`src/rtl/instruction_fetch.sv`:
```
// instruction_fetch: PC owner, instruction memory initiator and IF/ID register with start/stall/flush/branch/halt control
module instruction_fetch #(
  parameter int          RESET_PC  = 0,
  parameter int          MEM_WORDS = 128,
  parameter logic [31:0] NOP_WORD  = 32'h0000_0000
) (
  input  logic        clk,
  input  logic        rst_n,
  input  logic        start,
  input  logic        stall,
  input  logic        flush,
  input  logic        branch_taken,
  input  logic [31:0] branch_target,
  input  logic        halt,
  output logic [31:0] imem_addr,
  input  logic [31:0] imem_data,
  output logic [31:0] instr,
  output logic [31:0] pc_out,
  output logic        instr_valid,
  output logic        busy,
  output logic [15:0] fetch_count
);
  localparam int AW = $clog2(MEM_WORDS);
  typedef enum logic [1:0] {IDLE, FETCH, HALTED} state_t;
  state_t        state_q, state_d;
  logic [AW-1:0] pc_q, pc_d;
  logic [AW-1:0] pc_out_q, pc_out_d;
  logic [31:0]   instr_q, instr_d;
  logic          valid_q, valid_d;
  logic [15:0]   cnt_q, cnt_d;
  logic          unused_target_hi;
  assign unused_target_hi = ^branch_target[31:AW];
  always_comb begin
    state_d  = state_q;
    pc_d     = pc_q;
    pc_out_d = pc_out_q;
    instr_d  = instr_q;
    valid_d  = valid_q;
    cnt_d    = cnt_q;
    if (state_q != FETCH) begin
      valid_d = 1'b0;
      instr_d = NOP_WORD;
      state_d = (start && !(state_q == HALTED && halt)) ? FETCH : state_q;
    end else if (halt) begin
      state_d = HALTED;
      valid_d = 1'b0;
      instr_d = NOP_WORD;
    end else if (branch_taken) begin
      pc_d    = branch_target[AW-1:0];
      valid_d = 1'b0;
      instr_d = NOP_WORD;
    end else if (flush) begin
      valid_d = 1'b0;
      instr_d = NOP_WORD;
    end else if (!stall) begin
      instr_d  = imem_data;
      pc_out_d = pc_q;
      valid_d  = 1'b1;
      pc_d     = (pc_q == AW'(MEM_WORDS - 1)) ? '0 : pc_q + 1'b1;
      cnt_d    = (&cnt_q) ? cnt_q : cnt_q + 16'd1;
    end
  end
  always_ff @(posedge clk or negedge rst_n) begin
    if (!rst_n) begin
      state_q  <= IDLE;
      pc_q     <= AW'(RESET_PC);
      pc_out_q <= '0;
      instr_q  <= NOP_WORD;
      valid_q  <= 1'b0;
      cnt_q    <= '0;
    end else begin
      state_q  <= state_d;
      pc_q     <= pc_d;
      pc_out_q <= pc_out_d;
      instr_q  <= instr_d;
      valid_q  <= valid_d;
      cnt_q    <= cnt_d;
    end
  end
  assign imem_addr   = {{(32-AW){1'b0}}, pc_q};
  assign instr       = instr_q;
  assign pc_out      = {{(32-AW){1'b0}}, pc_out_q};
  assign instr_valid = valid_q;
  assign busy        = (state_q == FETCH);
  assign fetch_count = cnt_q;
endmodule

```
`config.mk`:
```
export PLATFORM = sky130hd
export DESIGN_NAME = instruction_fetch
export DESIGN_NICKNAME = d
export VERILOG_FILES = /design/src/rtl/instruction_fetch.sv
export SDC_FILE = /design/constraint.sdc
export NUM_CORES = 1
export LEC_CHECK = 0
export CAP_MARGIN = 20
export CORE_ASPECT_RATIO = 1.75
export CORE_MARGIN = 5
export CORE_UTILIZATION = 41
export DETAILED_ROUTE_END_ITERATION = 6
export GPL_ROUTABILITY_DRIVEN = 0
export PLACE_DENSITY = 0.95
export SLEW_MARGIN = 10
export SYNTH_ARGS = -nofsm -noshare
export SYNTH_HDL_FRONTEND = slang
export SYNTH_SLANG_ARGS = --single-unit
```
`constraint.sdc`:
```
create_clock -name clk -period 4.2 [get_ports clk]
set_clock_uncertainty 0.2 [all_clocks]
set_input_delay 0.84 -clock clk [delete_from_list [all_inputs] [get_ports clk]]
set_output_delay 0.84 -clock clk [all_outputs]
set_load 0.01 [all_outputs]
```
==> flow_metrics.py, run 1 <==
metrics = {
    "setup_path": {
        "arrival_ns": 2.85,
        "crit_fanout": 15,
        "r2r-start": "fetch_count[0]",
        "rrSetupSlack_ns": 2.02,
        "worst_setup_path_start_kind": "input port",
        "worstPathRequired_ns": 4.25,
        "crit_path_end_kind": "register",
        "r2r_cells": 6,
        "timing.rr.end": "fetch_count[3]",
        "critical_path_class": "in2reg",
    },
    "sta": {
        "max_slew_margin": 0.340,
        "tightest_slew_ns": 0.990,
        "setup_tns_ns": 0,
        "setup_ws_ns": 1.39,
        "hold_viol": 0,
        "hold_ws_ns": 0.229,
        "rsz0062_at_grt": "false",
        "max_freq_ghz": 0.356,
        "fin_crit_sh": 0.668,
        "drv_slew": 0,
        "period_needed_ns": 2.81,
        "finalSetupViolCount": 0,
    },
    "logic_synthesis": {
        "synth_area_um2": 3230,
        "ys_seq_elements": 65,
        "ys.warnings.count": 0,
        "synth_edf_count": 0,
        "synthCells": 299,
        "synth-main-ff-cell": "dfrtp_1",
        "ys_seq_area_frac": 0.504,
        "async_reset_ff_frac": 1.00,
        "post_synth_num_cell_types": 40,
        "synth.avg_cell_area_um2": 10.8,
    },
    "place": {
        "dpl.hpwl_mm": 5.89,
        "preCtsSetupSlack_ns": 1.02,
        "placed_cells_incl_taps": 487,
        "port_buffers": 109,
    },
    "clock_tree": {
        "postCtsSetupBuffers": 0,
        "cts_hold_buf": 0,
        "cts.sinks": 65,
        "cts_tree": "built",
        "cts_max_path_buffers": 2,
        "clock_latency_ns": 0.33,
        "cts_resized": 0,
        "clkSlewWorstSetupHoldPaths_ns": 0.05,
        "cts_inserted_buffers": 9,
        "cts-htree-levels": 3,
        "ctsRootBufferMaster": "clkbuf_16",
    },
    "pwr": {
        "p_leak_nw": 2.10,
        "seqPwrFrac": 0.404,
        "power_per_cell_area_nw_per_um2": 444,
        "power_switching_mw": 0.580,
        "ir_drop_uv": 333,
        "p_comb_frac": 0.256,
        "p_clk_frac": 0.341,
        "swShare": 0.290,
        "power.internal_mw": 1.42,
    },
    "final_layout": {
        "stdcell_count": 505,
        "layout_commonest_cell": "clkdlybuf4s50_1",
        "drive_above_1_share": 0.0887,
        "layout_common_cells": "clkdlybuf4s50_1, dfrtp_1, conb_1",
        "nFillCells": 617,
        "utilization": 0.592,
        "diodes": 0,
        "num-nets-final": 485,
        "area_growth_pct": 39.7,
    },
    "global_route": {
        "grt_pass1_vias": 2440,
        "gr-total-overflow": 0,
        "antenna_found_initial": 0,
        "grt_pass1_wl_mm": 12.3,
        "grt.total_usage": 0.159,
        "grt_max_degree": 47,
    },
    "routing": {
        "wl_mm": 7.80,
        "via_per_inst": 4.80,
        "drc": 0,
        "drtAntennaViolNets": 0,
        "drt_iter0_markers": 117,
        "vias": 2425,
        "drt_pass1_iterations": 4,
        "routedWlPerCell_um": 15.5,
    },
    "flow_run": {
        "cap_violations": 0,
    },
    "floorplanning": {
        "core-area_um2": 7620,
        "fp-row-count": 42,
        "die_h_um": 127,
        "die_w_um": 77.1,
        "ioPinCount": 185,
        "dieArea_um2": 9810,
        "start_util": 0.423,
    },
    "outcome": {
        "status": "completed",
    },
    "worst_hold_path": {
        "hp-class": "in2async",
    },
}
[area by class of cell]
cell class              instances  area [um2]  area share
repair buffers                113        1130       0.251
inverters                       4        15.0     0.00333
flip-flops and latches         65        1630       0.361
well taps                      88         110      0.0244
multi-input cells             219        1350       0.300
clock buffers                  13         260      0.0577
clock inverters                 3        15.0     0.00333
[critical path: stages]
cell	delay, ns
clkdlybuf4s50_1	0.39
buf_4	0.18
nor2_1	0.16
nand3_2	0.31
or4b_4	0.67
nor3_2	0.15
xnor2_1	0.14
[power by group through the flow]
stage | Clock [mW] | Sequential (mW) | Combinational [mW]
final | 0.682 | 0.808 | 0.512
after global routing | 0.732 | 0.824 | 0.552
after CTS | 0.701 | 0.808 | 0.513
after detailed placement | 0 | 0.816 | 0.510
after global placement | 0 | 0.809 | 0.494
after floorplan | 0 | 0.833 | 0.239
[sequential cells by signal, summed over array words and instances, names as in the netlist]
| name | count |
|---|---|
| pc_out_q | 7 |
| instr | 32 |
| fetch_count | 16 |
| pc_q | 7 |
| state_q | 2 |
| instr_valid | 1 |
[through the flow]
stage	area, um2	power [mW]
floorplan	3410	1.07
global placement	4200	1.30
detailed placement	4200	1.33
CTS	4470	2.02
global route	4510	2.11
finish	4510	2.00
[cell families after synthesis]
kind of cell             count (synthesis)  share of synthesized area
XOR/XNOR                                15                     0.0407
flip-flops                              65                      0.504
other                                    1                    0.00116
AND/OR/NAND/NOR                         89                      0.143
buffers and inverters                   64                      0.134
adder cells (fa/ha/maj)                  2                    0.00775
AO/OA/AOI/OAI                           23                     0.0427
multiplexers                            40                      0.127
[how the worst max path moves through the flow]
| stage | from | end | slack, ns | depth (start not counted) |
|---|---|---|---|---|
| after floorplan | stall | fetch_count[11] | 1.93 | 6 |
| after global placement | branch_taken | fetch_count[15] | 1.06 | 7 |
| after detailed placement | branch_taken | fetch_count[15] | 1.02 | 7 |
| after CTS | branch_taken | fetch_count[13] | 1.38 | 7 |
| after global routing | branch_taken | fetch_count[12] | 1.27 | 7 |
| final | branch_taken | fetch_count[13] | 1.39 | 7 |
[layer usage]
metal / vias up / global-route usage / part of all wire
met1: 1160 / 0.168 / 0.36
met5: - / 0 / 0
met4: 0 / 0.0891 / 0.031
met2: 109 / 0.285 / 0.54
li1: 1137 / - / -
met3: 19 / 0.0394 / 0.073
[synth_stat cells, drive strengths merged, types with 3 or more instances]
library cell	count	area share
a21oi	5	0.0078
a22oi	3	0.0070
and3	3	0.0058
buf	56	0.12
clkbuf	4	0.0047
dfrtp	65	0.50
inv	4	0.0047
mux2	7	0.024
mux2i	33	0.10
nand2	11	0.013
nand3	10	0.017
nand4	5	0.0097
nor2	43	0.052
nor2b	3	0.0081
nor3	4	0.0078
nor4	3	0.0097
o21ai	9	0.014
xnor2	6	0.016
xor2	9	0.024
No activity file was read; power rests on OpenSTA's default activity.
==> inputs of run 2 (changes only) <==
Settings changed: CORE_UTILIZATION 41 to 38, PLACE_DENSITY 0.95 to 0.9.
Clock period 4.2 ns to 2.9 ns, I/O delays scaled along.
==> flow_metrics.py, run 2 (synthesis results as in run 1) <==
metrics = {
    "outcome": {
        "status": "completed",
    },
    "place": {
        "dpl.hpwl_mm": 6.08,
        "preCtsSetupSlack_ns": 0.260,
        "port_buffers": 109,
    },
    "sta": {
        "period_needed_ns": 2.31,
        "setup_tns_ns": 0,
        "setup_ws_ns": 0.592,
        "fin_crit_sh": 0.796,
        "drv_slew": 0,
        "max_freq_ghz": 0.433,
        "hold_viol": 0,
        "max_slew_margin": 0.493,
        "tightest_slew_ns": 0.755,
        "rsz0062_at_grt": "false",
        "finalSetupViolCount": 0,
    },
    "pwr": {
        "p_leak_nw": 2.12,
        "ir_drop_uv": 521,
        "power_per_cell_area_nw_per_um2": 668,
        "power_mw": 3.07,
    },
    "global_route": {
        "grt.total_usage": 0.157,
        "grt_max_degree": 34,
        "grt_pass1_wl_mm": 12.9,
        "gr-total-overflow": 0,
        "grt_pass1_vias": 2607,
        "top_usage_layer": "met2",
        "use_met2": 0.291,
        "grt_use_met1": 0.157,
        "antenna_found_initial": 0,
        "grtUsageMet3": 0.0458,
    },
    "setup_path": {
        "worst_setup_path_start_kind": "input port",
        "crit_fanout": 12,
        "endpoint": "pc_q[6]",
        "r2r-start": "fetch_count[0]",
        "arrival_ns": 2.33,
        "rrSetupSlack_ns": 0.77,
        "crit_path_start": "halt",
        "timing.rr.end": "fetch_count[3]",
        "critical_path_class": "in2reg",
        "crit_path_end_kind": "register",
        "worstPathRequired_ns": 2.92,
        "r2r_cells": 6,
    },
    "floorplanning": {
        "start_util": 0.388,
        "fp-row-count": 44,
        "dieArea_um2": 10500,
        "die_h_um": 132,
        "ioPinCount": 185,
        "core-area_um2": 8310,
        "die_w_um": 79.7,
    },
    "clock_tree": {
        "ctsRootBufferMaster": "clkbuf_16",
        "cts-htree-levels": 3,
        "clkSlewWorstSetupHoldPaths_ns": 0.05,
        "cts_inserted_buffers": 9,
        "cts_hold_buf": 0,
        "clock_latency_ns": 0.32,
        "cts.sinks": 65,
        "cts_resized": 0,
        "postCtsSetupBuffers": 0,
        "cts_tree": "built",
        "cts_max_path_buffers": 2,
    },
    "final_layout": {
        "drive_above_1_share": 0.0907,
        "largest_reg_flops": 32,
        "multi_input_area_um2": 1350,
        "diodes": 0,
        "layout_common_cells": "clkdlybuf4s50_1, dfrtp_1, conb_1",
        "nFillCells": 706,
        "area_growth_pct": 42.1,
        "layout_commonest_cell": "clkdlybuf4s50_1",
        "num-nets-final": 487,
        "regArea_um2": 1630,
    },
    "flow_run": {
        "cap_violations": 0,
    },
    "routing": {
        "via_per_inst": 4.61,
        "wl_mm": 7.99,
        "drc": 0,
        "vias": 2460,
        "drt_iter0_markers": 140,
        "drtAntennaViolNets": 0,
        "drt_pass1_iterations": 4,
        "routedWlPerCell_um": 15.0,
    },
    "worst_hold_path": {
        "hp-class": "in2async",
    },
}
-- run 2: cell types whose count changed in the layout (fill, tap and decap cells not counted) --
cell / before / now
buf_12: 1 / 0
buf_4: 2 / 6
buf_8: 1 / 0
bufinv_16: 0 / 2
clkbuf_1: 2 / 3
clkinv_2: 3 / 0
-- run 2: how the worst min path moves through the flow --
stage / startpoint / to / slack, ns
2_1_floorplan: rst_n / fetch_count[0] / 0.08
6_report: rst_n / instr[25] / 0.02
5_1_grt: rst_n / instr[25] / 0.05
4_1_cts: rst_n / instr[25] / 0.03
3_5_place_dp: pc_out_q[6] / pc_out_q[6] / 0.29
3_3_place_gp: pc_out_q[6] / pc_out_q[6] / 0.29
-- run 2: cell type report --
cell class | count | share of cell area
sequential | 65 | 0.355
multi-input combinational | 219 | 0.295
timing repair buffer | 115 | 0.245
clock buffer | 14 | 0.0576
tap | 115 | 0.0314
clock inverter | 2 | 0.0131
inverter | 4 | 0.00327
-- run 2: power breakdown --
part,switching (mW),internal (mW),leakage (nW)
combinational,0.326,0.404,1.10
clock,0.367,0.800,0.157
sequential,0.136,1.03,0.862
-- run 2: metrics by stage --
step | std cells | utilization | instance area, um2 | hold slack [ns]
floorplan | 348 | - | 3410 | 0.0844
global placement | 518 | 0.513 | 4260 | 0.291
detailed placement | 518 | 0.513 | 4260 | 0.293
CTS | 534 | 0.552 | 4590 | 0.0269
global route | 534 | 0.552 | 4590 | 0.0456
finish | 534 | 0.552 | 4590 | 0.0178
-- run 2: critical path: stages --
cell and delay (ns):
clkdlybuf4s50_1 0.48, nor3b_2 0.39, o21ai_1 0.36, nor3_1 0.22
a21oi_1 0.06, o21ai_0 0.23
-- run 2: metal layers --
metal  up-vias  share of wire
met3         9          0.079
met5         -              0
met4         0          0.018
met2       122           0.57
li1       1146              -
met1      1183           0.34
==> inputs of run 3 (changes only) <==
Settings changed: CORE_UTILIZATION 38 to 35, PLACE_DENSITY 0.9 to 0.88.
Clock period 2.9 ns to 2 ns, I/O delays scaled along.
==> flow_metrics.py, run 3 (synthesis results as in run 1) <==
metrics = {
    "pwr": {
        "power_switching_mw": 1.22,
        "p_comb_frac": 0.264,
        "power.internal_mw": 3.14,
        "power_per_cell_area_nw_per_um2": 918,
        "p_clk_frac": 0.350,
        "p_leak_nw": 2.23,
        "seqPwrFrac": 0.386,
        "swShare": 0.279,
        "ir_drop_uv": 627,
    },
    "clock_tree": {
        "cts_max_path_buffers": 2,
        "cts.sinks": 65,
        "clkSlewWorstSetupHoldPaths_ns": 0.05,
        "clock_latency_ns": 0.32,
        "cts-htree-levels": 3,
        "cts_tree": "built",
        "cts_inserted_buffers": 9,
        "ctsRootBufferMaster": "clkbuf_16",
    },
    "place": {
        "port_buffers": 109,
        "placed_cells_incl_taps": 534,
        "dpl.hpwl_mm": 6.33,
    },
    "floorplanning": {
        "ioPinCount": 185,
        "die_w_um": 82.6,
        "core-area_um2": 9040,
        "fp-row-count": 46,
        "dieArea_um2": 11300,
        "die_h_um": 137,
        "start_util": 0.357,
    },
    "global_route": {
        "grt.total_usage": 0.153,
        "gr-total-overflow": 0,
        "antenna_found_initial": 1,
        "grt_pass1_vias": 2682,
        "grt_pass1_wl_mm": 13.0,
        "grt_max_degree": 66,
    },
    "final_layout": {
        "layout_common_cells": "clkdlybuf4s50_1, dfrtp_1, conb_1",
        "area_growth_pct": 47.0,
        "largest_reg_flops": 32,
        "utilization": 0.525,
        "num-nets-final": 500,
        "layout_commonest_cell": "clkdlybuf4s50_1",
        "stdcell_count": 553,
        "drive_above_1_share": 0.141,
    },
    "routing": {
        "wl_mm": 8.45,
        "routedWlPerCell_um": 15.3,
        "via_per_inst": 4.53,
        "drc": 0,
        "vias": 2503,
        "drtAntennaViolNets": 0,
        "drt_iter0_markers": 98,
        "drt_pass1_iterations": 4,
    },
    "setup_path": {
        "critPathBufInv": 2,
        "r2r_cells": 6,
        "worst_setup_path_start_kind": "input port",
        "crit_path_start": "halt",
        "path_cells": "clkdlybuf4s50_1 -> nor2_2 -> nand3_2 -> buf_4 -> nor4_4 -> nand3_1 -> xnor2_2",
        "arrival_ns": 1.97,
        "crit_path_end_kind": "register",
        "cpLargestDelayFamily": "simple AND/OR/NAND/NOR gates",
        "critical_path_class": "in2reg",
        "crit_fanout": 4,
        "critPathMaxStageDelay_ns": 0.45,
        "rrSetupSlack_ns": 0.03,
        "worstPathRequired_ns": 1.99,
        "critical-path-slowest-cell": "clkdlybuf4s50_1",
        "timing.rr.end": "fetch_count[13]",
        "r2r-start": "fetch_count[0]",
    },
    "sta": {
        "max_freq_ghz": 0.506,
        "tightest_slew_ns": 0.556,
        "fin_crit_sh": 0.989,
        "drv_slew": 0,
        "setup_tns_ns": 0,
        "period_needed_ns": 1.98,
        "max_slew_margin": 0.630,
        "rsz0062_at_grt": "true",
        "finalSetupViolCount": 0,
        "hold_viol": 0,
    },
    "worst_hold_path": {
        "hp-class": "reg2reg",
        "hold_end": "pc_out_q[5]",
        "hp-start": "pc_out_q[5]",
        "hold_path_depth": 1,
    },
    "outcome": {
        "status": "completed",
    },
    "flow_run": {
        "cap_violations": 0,
    },
}
-- run 3: through the flow --
step / power [mW] / instance area (um2) / setup WS, ns / hold slack (ns)
final: 4.36 / 4740 / 0.0222 / 0.308
after floorplan: 2.25 / 3410 / 0.0369 / -0.0956
after CTS: 4.40 / 4680 / -0.00766 / 0.312
after detailed placement: 2.85 / 4380 / -0.370 / 0.242
after global routing: 4.61 / 4740 / -0.0635 / 0.328
after global placement: 2.80 / 4380 / -0.337 / 0.238
-- run 3: layout make-up --
class | count | area [um2]
antenna | 1 | 2.50
clock buffer | 13 | 250
clock inverter | 3 | 40.0
fill | 817 | 4290
inverter | 4 | 15.0
multi-input combinational | 219 | 1400
sequential | 65 | 1630
tap | 120 | 150
timing repair buffer | 128 | 1250
-- run 3: worst max-delay path by stage --
stage | endpoint | slack (ns) | cells after the start
after floorplan | fetch_count[3] | 0.04 | 6
after global placement | fetch_count[11] | -0.34 | 6
after detailed placement | fetch_count[15] | -0.37 | 6
after CTS | fetch_count[3] | -0.008 | 6
after global routing | fetch_count[14] | -0.06 | 7
final | fetch_count[14] | 0.02 | 7
-- run 3: power groups by stage --
stage	Clock (mW)	Sequential [mW]	Combinational, mW
after detailed placement	0	1.70	1.16
after floorplan	0	1.75	0.502
after global placement	0	1.68	1.12
final	1.52	1.68	1.15
after CTS	1.57	1.68	1.16
after global routing	1.63	1.72	1.27
-- run 3: what timing repair did --
item / in CTS / in global routing
endpoints found under the setup margin: 9 / 20
setup buffers: 0 / 1
resized for setup: 3 / 15
pin swaps: 0 / 3
hold buffers: 1 / 0
hold endpoints to repair: 65 / 0
-- run 3: metal layers --
layer / global-route usage / wire length, um
met1: 0.145 / 2690
met2: 0.283 / 4800
met4: 0.0700 / 240
met3: 0.0547 / 718
met5: 0 / 0
